## config.mk

```make
export PLATFORM = sky130hd
export DESIGN_NAME = bsg_dmc_pearl_tag_sequencer
export DESIGN_NICKNAME = d
export VERILOG_FILES = /design/src/rtl/bsg_dmc_pearl_tag_sequencer.sv
export SDC_FILE = /design/constraint.sdc
export NUM_CORES = 1
export LEC_CHECK = 0
export BUFFER_PORTS_ARGS = -buffer_cell sky130_fd_sc_hd__buf_2
export CORE_MARGIN = 4
export CORE_UTILIZATION = 43
export CTS_BUF_LIST = sky130_fd_sc_hd__clkbuf_8
export DETAILED_ROUTE_END_ITERATION = 8
export GPL_TIMING_DRIVEN = 0
export SLEW_MARGIN = 25
export SYNTH_ARGS = -nofsm -noshare
export SYNTH_HDL_FRONTEND = slang
export SYNTH_SLANG_ARGS = --single-unit
```

## constraint.sdc

```tcl
create_clock -name clk_i -period 2.6 [get_ports clk_i]
set_clock_uncertainty 0.1 [all_clocks]
set_input_delay 0.26 -clock clk_i [delete_from_list [all_inputs] [get_ports clk_i]]
set_output_delay 0.26 -clock clk_i [all_outputs]
set_load 0.005 [all_outputs]
```

## src/rtl/bsg_dmc_pearl_tag_sequencer.sv

```systemverilog
// Serializes reset/data packets onto the single-wire bsg_tag bus for the DMC pearl tag clients,
// with an optional post-reset sweep that resets every client node in order.
module bsg_dmc_pearl_tag_sequencer #(
  parameter int els_p               = 32,
  parameter int max_payload_width_p = 16,
  parameter int clk_div_p           = 1,
  parameter int gap_p               = 2,
  localparam int lg_els_lp          = $clog2(els_p),
  localparam int lg_width_lp        = $clog2(max_payload_width_p + 1)
) (
  input  logic                           clk_i,
  input  logic                           reset_n_i,
  input  logic                           sweep_en_i,
  input  logic                           v_i,
  input  logic [lg_els_lp-1:0]           node_id_i,
  input  logic                           data_not_reset_i,
  input  logic [lg_width_lp-1:0]         len_i,
  input  logic [max_payload_width_p-1:0] payload_i,
  output logic                           ready_o,
  output logic                           tag_data_o,
  output logic                           busy_o,
  output logic                           sweep_done_o,
  output logic                           err_o
);

  localparam int frame_max_lp = 2 + lg_els_lp + lg_width_lp + max_payload_width_p;
  localparam int bit_w_lp     = $clog2(frame_max_lp);
  localparam int div_w_lp     = (clk_div_p > 1) ? $clog2(clk_div_p) : 1;
  localparam int gap_cyc_lp   = gap_p * clk_div_p;
  localparam int gap_w_lp     = $clog2(gap_cyc_lp + 1);

  localparam logic [bit_w_lp-1:0]    hdr_last_lp   = bit_w_lp'(1 + lg_els_lp + lg_width_lp);
  localparam logic [bit_w_lp-1:0]    sweep_last_lp = bit_w_lp'(frame_max_lp - 1);
  localparam logic [div_w_lp-1:0]    div_last_lp   = div_w_lp'(clk_div_p - 1);
  localparam logic [gap_w_lp-1:0]    gap_last_lp   = gap_w_lp'(gap_cyc_lp - 1);
  localparam logic [lg_els_lp-1:0]   node_last_lp  = lg_els_lp'(els_p - 1);
  localparam logic [lg_els_lp:0]     els_lp        = (lg_els_lp + 1)'(els_p);
  localparam logic [lg_width_lp-1:0] max_len_lp    = lg_width_lp'(max_payload_width_p);

  typedef enum logic [2:0] {
    ST_INIT,
    ST_IDLE,
    ST_SHIFT,
    ST_GAP,
    ST_SWEEP_SHIFT,
    ST_SWEEP_GAP
  } state_e;

  state_e                    state_r, state_n;
  logic [frame_max_lp-1:0]   frame_r, frame_n;
  logic [bit_w_lp-1:0]       last_bit_r, last_bit_n;
  logic [bit_w_lp-1:0]       bit_cnt_r, bit_cnt_n;
  logic [div_w_lp-1:0]       div_cnt_r, div_cnt_n;
  logic [gap_w_lp-1:0]       gap_cnt_r, gap_cnt_n;
  logic [lg_els_lp-1:0]      node_r, node_n;
  logic                      tag_n, ready_n, busy_n, done_n, err_n;
  logic                      illegal;

  // Frame goes out LSB first: start bit, node id, data_not_reset, len, payload.
  function automatic logic [frame_max_lp-1:0] pack_frame(
    input logic [lg_els_lp-1:0]           node,
    input logic                           dnr,
    input logic [lg_width_lp-1:0]         len,
    input logic [max_payload_width_p-1:0] payload
  );
    return {payload, len, dnr, node, 1'b1};
  endfunction

  assign illegal = ({1'b0, node_id_i} >= els_lp) | (len_i > max_len_lp);

  always_comb begin
    state_n    = state_r;
    frame_n    = frame_r;
    last_bit_n = last_bit_r;
    bit_cnt_n  = bit_cnt_r;
    div_cnt_n  = div_cnt_r;
    gap_cnt_n  = gap_cnt_r;
    node_n     = node_r;
    tag_n      = 1'b0;
    ready_n    = ready_o;
    busy_n     = busy_o;
    done_n     = sweep_done_o;
    err_n      = 1'b0;

    case (state_r)
      ST_INIT: begin
        if (sweep_en_i) begin
          state_n    = ST_SWEEP_SHIFT;
          node_n     = '0;
          frame_n    = pack_frame('0, 1'b0, max_len_lp, '1);
          last_bit_n = sweep_last_lp;
          bit_cnt_n  = '0;
          div_cnt_n  = '0;
          tag_n      = 1'b1;
          ready_n    = 1'b0;
          busy_n     = 1'b1;
          done_n     = 1'b0;
        end else begin
          state_n = ST_IDLE;
          ready_n = 1'b1;
          busy_n  = 1'b0;
          done_n  = 1'b1;
        end
      end

      ST_IDLE: begin
        if (v_i && ready_o) begin
          if (illegal) begin
            err_n = 1'b1;
          end else begin
            state_n    = ST_SHIFT;
            frame_n    = pack_frame(node_id_i, data_not_reset_i, len_i, payload_i);
            last_bit_n = hdr_last_lp + bit_w_lp'(len_i);
            bit_cnt_n  = '0;
            div_cnt_n  = '0;
            tag_n      = 1'b1;
            ready_n    = 1'b0;
            busy_n     = 1'b1;
          end
        end
      end

      ST_SHIFT, ST_SWEEP_SHIFT: begin
        if (div_cnt_r == div_last_lp) begin
          div_cnt_n = '0;
          if (bit_cnt_r == last_bit_r) begin
            state_n   = (state_r == ST_SHIFT) ? ST_GAP : ST_SWEEP_GAP;
            gap_cnt_n = '0;
          end else begin
            bit_cnt_n = bit_cnt_r + 1'b1;
            frame_n   = frame_r >> 1;
            tag_n     = frame_r[1];
          end
        end else begin
          div_cnt_n = div_cnt_r + 1'b1;
          tag_n     = tag_data_o;
        end
      end

      ST_GAP, ST_SWEEP_GAP: begin
        if (gap_cnt_r == gap_last_lp) begin
          if (state_r == ST_GAP || node_r == node_last_lp) begin
            state_n = ST_IDLE;
            ready_n = 1'b1;
            busy_n  = 1'b0;
            done_n  = 1'b1;
          end else begin
            // Next sweep packet starts immediately after this gap.
            state_n    = ST_SWEEP_SHIFT;
            node_n     = node_r + 1'b1;
            frame_n    = pack_frame(node_r + 1'b1, 1'b0, max_len_lp, '1);
            last_bit_n = sweep_last_lp;
            bit_cnt_n  = '0;
            div_cnt_n  = '0;
            tag_n      = 1'b1;
          end
        end else begin
          gap_cnt_n = gap_cnt_r + 1'b1;
        end
      end

      default: begin
        state_n = ST_INIT;
      end
    endcase
  end

  always_ff @(posedge clk_i) begin
    if (!reset_n_i) begin
      state_r      <= ST_INIT;
      frame_r      <= '0;
      last_bit_r   <= '0;
      bit_cnt_r    <= '0;
      div_cnt_r    <= '0;
      gap_cnt_r    <= '0;
      node_r       <= '0;
      tag_data_o   <= 1'b0;
      ready_o      <= 1'b0;
      busy_o       <= 1'b0;
      sweep_done_o <= 1'b0;
      err_o        <= 1'b0;
    end else begin
      state_r      <= state_n;
      frame_r      <= frame_n;
      last_bit_r   <= last_bit_n;
      bit_cnt_r    <= bit_cnt_n;
      div_cnt_r    <= div_cnt_n;
      gap_cnt_r    <= gap_cnt_n;
      node_r       <= node_n;
      tag_data_o   <= tag_n;
      ready_o      <= ready_n;
      busy_o       <= busy_n;
      sweep_done_o <= done_n;
      err_o        <= err_n;
    end
  end

endmodule

```

==> results.ini, run 1 <==
[run_status]
status=finished, final reports clean

[floorplan]
num_rows=29
die_x_um=88.9
die_height_um=88.9
dieArea_um2=7900
top_level_ports=36
start_util=0.443
core-area_um2=6350

[worst_setup_path]
path_common_cell=ha_2
cp-start-kind=flop
cp.arrival_ns=2.63
cp_cell_sequence=ha_2 > and3_1 > ha_2 > and4b_1 > a211oi_4 > nand4_2 > nor2_2 > buf_6 > buf_8 > mux2i_1
critPathCaptureType=flop
worstPathMaxFanout=10
crit_slowest_cell=dfxtp_2
setup.worst_path.class=reg2reg
worstPathRequired_ns=2.75
cpPeakStageDelay_ns=0.36
crit_buf_inv=2
crit_family=simple AND/OR/NAND/NOR gates

[synthesis]
synthAdderAreaFrac=0.0267
async_flop_share=0
netlist_area_um2=2810
yosys-top-cells-area=dfxtp_1 (37%), mux2i_1 (7.1%), a21oi_1 (6.0%), nand2_1 (5.1%), o221ai_1 (5.0%)
synth_compound_area_frac=0.254
synth_most_common_cell=dfxtp_1
synth_top_area_cell=dfxtp_1
synth.top_cell.area_share=0.370
synth_top_flop_cell=dfxtp_1
synthXorXnorAreaFrac=0.0338
yosys.cell_types.count=57
synth_edf_count=0
yosys.area_share.simple=0.178
yosysWarnings=0
yosysSeqAreaShare=0.370
synthTopCellsByCount=dfxtp_1 (52), nand2_1 (38), a21oi_1 (34)
synthesis.nets=365
synth-seq-cells=52
syn-mean-instance-area_um2=8.58
muxShareOfSynthArea=0.0712
synth_top_family_by_area=compound AO/OA/AOI/OAI gates
syn_inst=328

[sta]
timing.final.crit_share=0.955
max_freq_mhz=403
hold_viol=0
slew_headroom=0.473
finalMaxSlewViolations=0
rsz0062_at_grt=no
period_minus_slack_ns=2.48
worstMarginPinSlew_ns=0.785
final-setup-viol-count=0

[pwr]
p_per_area_nw_per_um2=1030
totalPowerFinal_w=0.00333
p_leak_nw=1.26
peakVddDrop_uv=494

[clocking]
cts_buffer_depth=2
clkTransAtPathRegs_ns=0.10
cts_root_buffer=clkbuf_8
clkLatencyLatePin_ns=0.32
tritoncts=yes
htreeDepth=2
cts_buffers=5
clkSinkCount=52
ctsHoldBuffers=0

[drt]
postRouteAntennaNets=0
drtIter0Drc=123
viasPerCell=5.77
dr.pass1.iters=5
wire_per_inst_um=16.0
totalWireLength_um=7180
vias=2589
drc=0

[cells_and_area]
fin_util=0.508
stdcell_area_um2=3230
syn2layout_area_growth_pct=14.7
drive_gt1_frac=0.188
n_antenna_cell=0
num-nets-final=408
fill_cells=628

[place]
hpwl_um=5170
place_area_um2=3080
numPortBuffers=34
gp_congestion=0.810

[hold_path]
hold_class=in2reg

[grt]
antenna_found_initial=0
grt.overflow.total=0
track_usage=0.192
grt_max_degree=18
grt_pass1_vias=2417
grt_first_pass_wirelength_um=11800

[run]
maxCapViolCount=0

-- sequential cells by signal (all words and copies together), names as in the netlist --
name	cells
bit_cnt_r	5
busy_o	1
err_o	1
frame_r	27
gap_cnt_r	2
last_bit_r	5
node_r	5
ready_o	1
state_r	3
sweep_done_o	1
tag_data_o	1
-- metrics by stage --
stage	setup TNS (ns)	hold WS, ns	cells	setup WS (ns)
floorplan	0	0.271	328	0.255
global placement	-0.471	0.343	439	-0.0637
detailed placement	-0.623	0.349	439	-0.0961
CTS	0	0.104	448	0.0107
global route	0	0.104	449	0.00189
finish	0	0.0988	449	0.118
-- report_power, final --
| group | switching (W) | internal [W] | total [W] |
|---|---|---|---|
| clock network | 0.000289 | 0.000290 | 0.000579 |
| logic | 0.000915 | 0.000669 | 0.00158 |
| registers | 0.000133 | 0.00104 | 0.00117 |
| total | 0.00134 | 0.00200 | 0.00333 |
-- routing by layer --
metal,GRT usage,wire length (um),vias up,share of wire
met1,0.275,3570,1217,0.50
met5,0,0,-,0
met3,0.0289,284,12,0.040
met2,0.291,3190,60,0.44
met4,0.0687,125,0,0.017
li1,-,-,1300,-
-- worst register-to-register path: cells and delay by family, from the launching register on --
family                   cells  cell delay (ns)
AND/OR/NAND/NOR              4             0.76
adder cells (fa/ha/maj)      2             0.41
flip-flops                   1             0.36
AO/OA/AOI/OAI                1             0.33
buffers and inverters        2             0.28
multiplexers                 1             0.19
-- kinds of logic after synthesis --
family	count (synthesis)
AND/OR/NAND/NOR	98
adder cells (fa/ha/maj)	6
multiplexers	20
XOR/XNOR	10
buffers and inverters	37
flip-flops	52
AO/OA/AOI/OAI	105
-- cell type report --
class / count / area, um2 / area share
repair buffers: 36 / 189 / 0.0585
clock buffers: 5 / 68.8 / 0.0213
flip-flops and latches: 52 / 1040 / 0.323
inverters: 13 / 48.8 / 0.0151
clock inverters: 3 / 46.3 / 0.0143
plain buffers: 24 / 135 / 0.0419
multi-input cells: 239 / 1600 / 0.496
well taps: 77 / 96.3 / 0.0299
-- path summary, 6_finish.rpt --
check,slack (ns),cells after the start,from,end
min reg2reg,0.36,2,frame_r[13]$_SDFFE_PN0P_,frame_r[13]$_SDFFE_PN0P_
min,0.1,2,len_i[0],last_bit_r[0]$_SDFFE_PN0P_
max reg2reg,0.12,10,node_r[0]$_SDFFE_PN0P_,frame_r[24]$_SDFFE_PN0P_
max,0.12,10,node_r[0]$_SDFFE_PN0P_,frame_r[24]$_SDFFE_PN0P_
-- cells in the final DEF (no fill, tap or decap), drive strengths merged, types with 2 or more instances in the layout --
cell type  count
and3           3
xor2           7
o22ai          3
a311oi         2
or3b           2
and4b          2
ha             6
xnor2          3
a21oi         34
nor2b          4
clkbuf        16
inv           13
nand3          7
and2           2
mux2i         20
a22oi          5
o221ai        16
nand2         38
nor3b          2
dfxtp         52
or3            2
buf           49
nor3          10
nor2          15
nand4          2
a21o           2
o21ai         16
nor4bb         2
a32oi          2
nand2b         2
a211oi        14
a221oi         3
-- what timing repair did --
item / 4_1_cts / 5_1_grt
gates resized for setup: 1 / 4
setup buffers: 1 / 1
pin swaps: 2 / 4
setup endpoints to repair: 10 / 15
(Power assumes the default switching activity.)
==> run 2, diff against run 1 <==
Settings changed: CORE_UTILIZATION 43 to 60, PLACE_DENSITY set to 0.82.
==> run 2 against run 1 <==
Worst hold slack worse by 0.0011 ns. Combinational power is essentially flat. Register-to-register slack barely moved. Maximum frequency rose by 0.25%. Utilization rose by 21 points. Critical path depth unchanged. Sequential cell count is the same. Via count increased by 3.4%. Worst setup slack better by 0.0062 ns. Clock power rose by 2%. Cell count decreased by 5.1%.
==> results.ini, run 2 (synthesized netlist as in run 1, its figures left out) <==
[clocking]
clkTransAtPathRegs_ns=0.10
tritoncts=yes
clkLatencyLatePin_ns=0.31
cts_buffers=5
ctsHoldBuffers=0
cts_buffer_depth=2
cts_root_buffer=clkbuf_8
htreeDepth=2
clkSinkCount=52

[cells_and_area]
fill_cells=360
n_antenna_cell=0
final_cell_mix=dfxtp_1 (52), buf_2 (40), nand2_1 (38), a21oi_1 (34), mux2i_1 (20)
syn2layout_area_growth_pct=14.1
instances_no_fill=426
regMostFlops=frame_r
num-nets-final=410
largest_reg_flops=27
drive_gt1_frac=0.187
final_common_cell=dfxtp_1

[drt]
drc=0
dr.pass1.iters=4
wire_per_inst_um=16.1
viasPerCell=6.28
vias=2676
drtIter0Drc=235
totalWireLength_um=6850
postRouteAntennaNets=0

[sta]
worstMarginPinSlew_ns=0.802
finalMaxSlewViolations=0
max_freq_mhz=404
holdWs_ns=0.0978
rsz0062_at_grt=no
layout_setup_ws_ns=0.124
timing.final.crit_share=0.952
final-setup-viol-count=0
slew_headroom=0.462
period_minus_slack_ns=2.48
setup_tns_ns=0
hold_viol=0

[floorplan]
core-area_um2=4440
die_x_um=76.5
top_level_ports=36
start_util=0.633
num_rows=24
die_height_um=76.5
dieArea_um2=5850

[worst_setup_path]
worstPathMaxFanout=10
worstPathRequired_ns=2.73
reg2reg_depth=10
setup.worst_path.class=reg2reg
critPathCaptureType=flop
cp-start-kind=flop
cp.arrival_ns=2.61

[run]
maxCapViolCount=0

[grt]
grt.met1_usage=0.311
grt_first_pass_wirelength_um=11400
track_usage=0.235
use_met3=0.0426
grt_pass1_vias=2420
globalRouteMet2Util=0.395
grt.overflow.total=0
grt_max_degree=17
grt-busiest-layer=met2
antenna_found_initial=0

[place]
hpwl_um=4910
post-place-ws_ns=-0.0977
dpl.cell_count=414
gp_congestion=0.841
numPortBuffers=34

[hold_path]
holdPathStages=2
hold_class=in2reg

[run_status]
status=finished, final reports clean

[pwr]
p_leak_nw=1.28
peakVddDrop_uv=649
p_per_area_nw_per_um2=1050

==> run 2: where the power goes <==
| group | switching (W) | internal (W) | leakage [nW] |
|---|---|---|---|
| Sequential | 0.000141 | 0.00104 | 0.429 |
| Combinational | 0.000912 | 0.000681 | 0.787 |
| Clock | 0.000275 | 0.000315 | 0.0614 |
==> run 2: path summary, 6_finish.rpt <==
check	from	end	slack, ns
worst max-delay path	node_r[0]$_SDFFE_PN0P_	frame_r[10]$_SDFFE_PN0P_	0.12
worst min-delay path	len_i[0]	last_bit_r[0]$_SDFFE_PN0P_	0.1
worst max register to register	node_r[0]$_SDFFE_PN0P_	frame_r[10]$_SDFFE_PN0P_	0.12
worst min register to register	node_r[4]$_SDFFE_PN0P_	node_r[4]$_SDFFE_PN0P_	0.36
==> run 2: metal layers <==
layer / wire (um) / up-vias
met5: 0 / -
met4: 72 / 0
met3: 288 / 11
met2: 3370 / 74
met1: 3120 / 1285
li1: - / 1306
==> run 2: cell type report <==
type	count	area (um2)	share of cell area
Multi-Input combinational cell	239	1600	0.498
Inverter	13	48.8	0.0152
Tap cell	52	65.1	0.0203
Clock buffer	6	82.6	0.0257
Timing Repair Buffer	38	200	0.0624
Sequential cell	52	1040	0.324
Clock inverter	2	38.8	0.0121
Buffer	24	135	0.0421
==> run 2: stage by stage <==
stage,cell area (um2),utilization,total power (W)
floorplan,2810,-,0.00233
global placement,3050,0.686,0.00265
detailed placement,3050,0.686,0.00269
CTS,3190,0.718,0.00331
global route,3210,0.722,0.00358
finish,3210,0.722,0.00336
==> run 2: critical path: stages (launching register included) <==
cell and delay, ns:
dfxtp_1 0.37, ha_2 0.23, and3_1 0.19, ha_1 0.23, and4b_1 0.23, a211oi_4 0.22, buf_4 0.17, and4_1 0.20
buf_4 0.17, a21oi_1 0.08, a211oi_1 0.22
==> run 2: timing repair <==
item                       4_1_cts  5_1_grt
resized for setup                1        1
pin swaps                        2        2
setup endpoints to repair        9       14
setup buffers                    2        2
gates cloned                     0        0
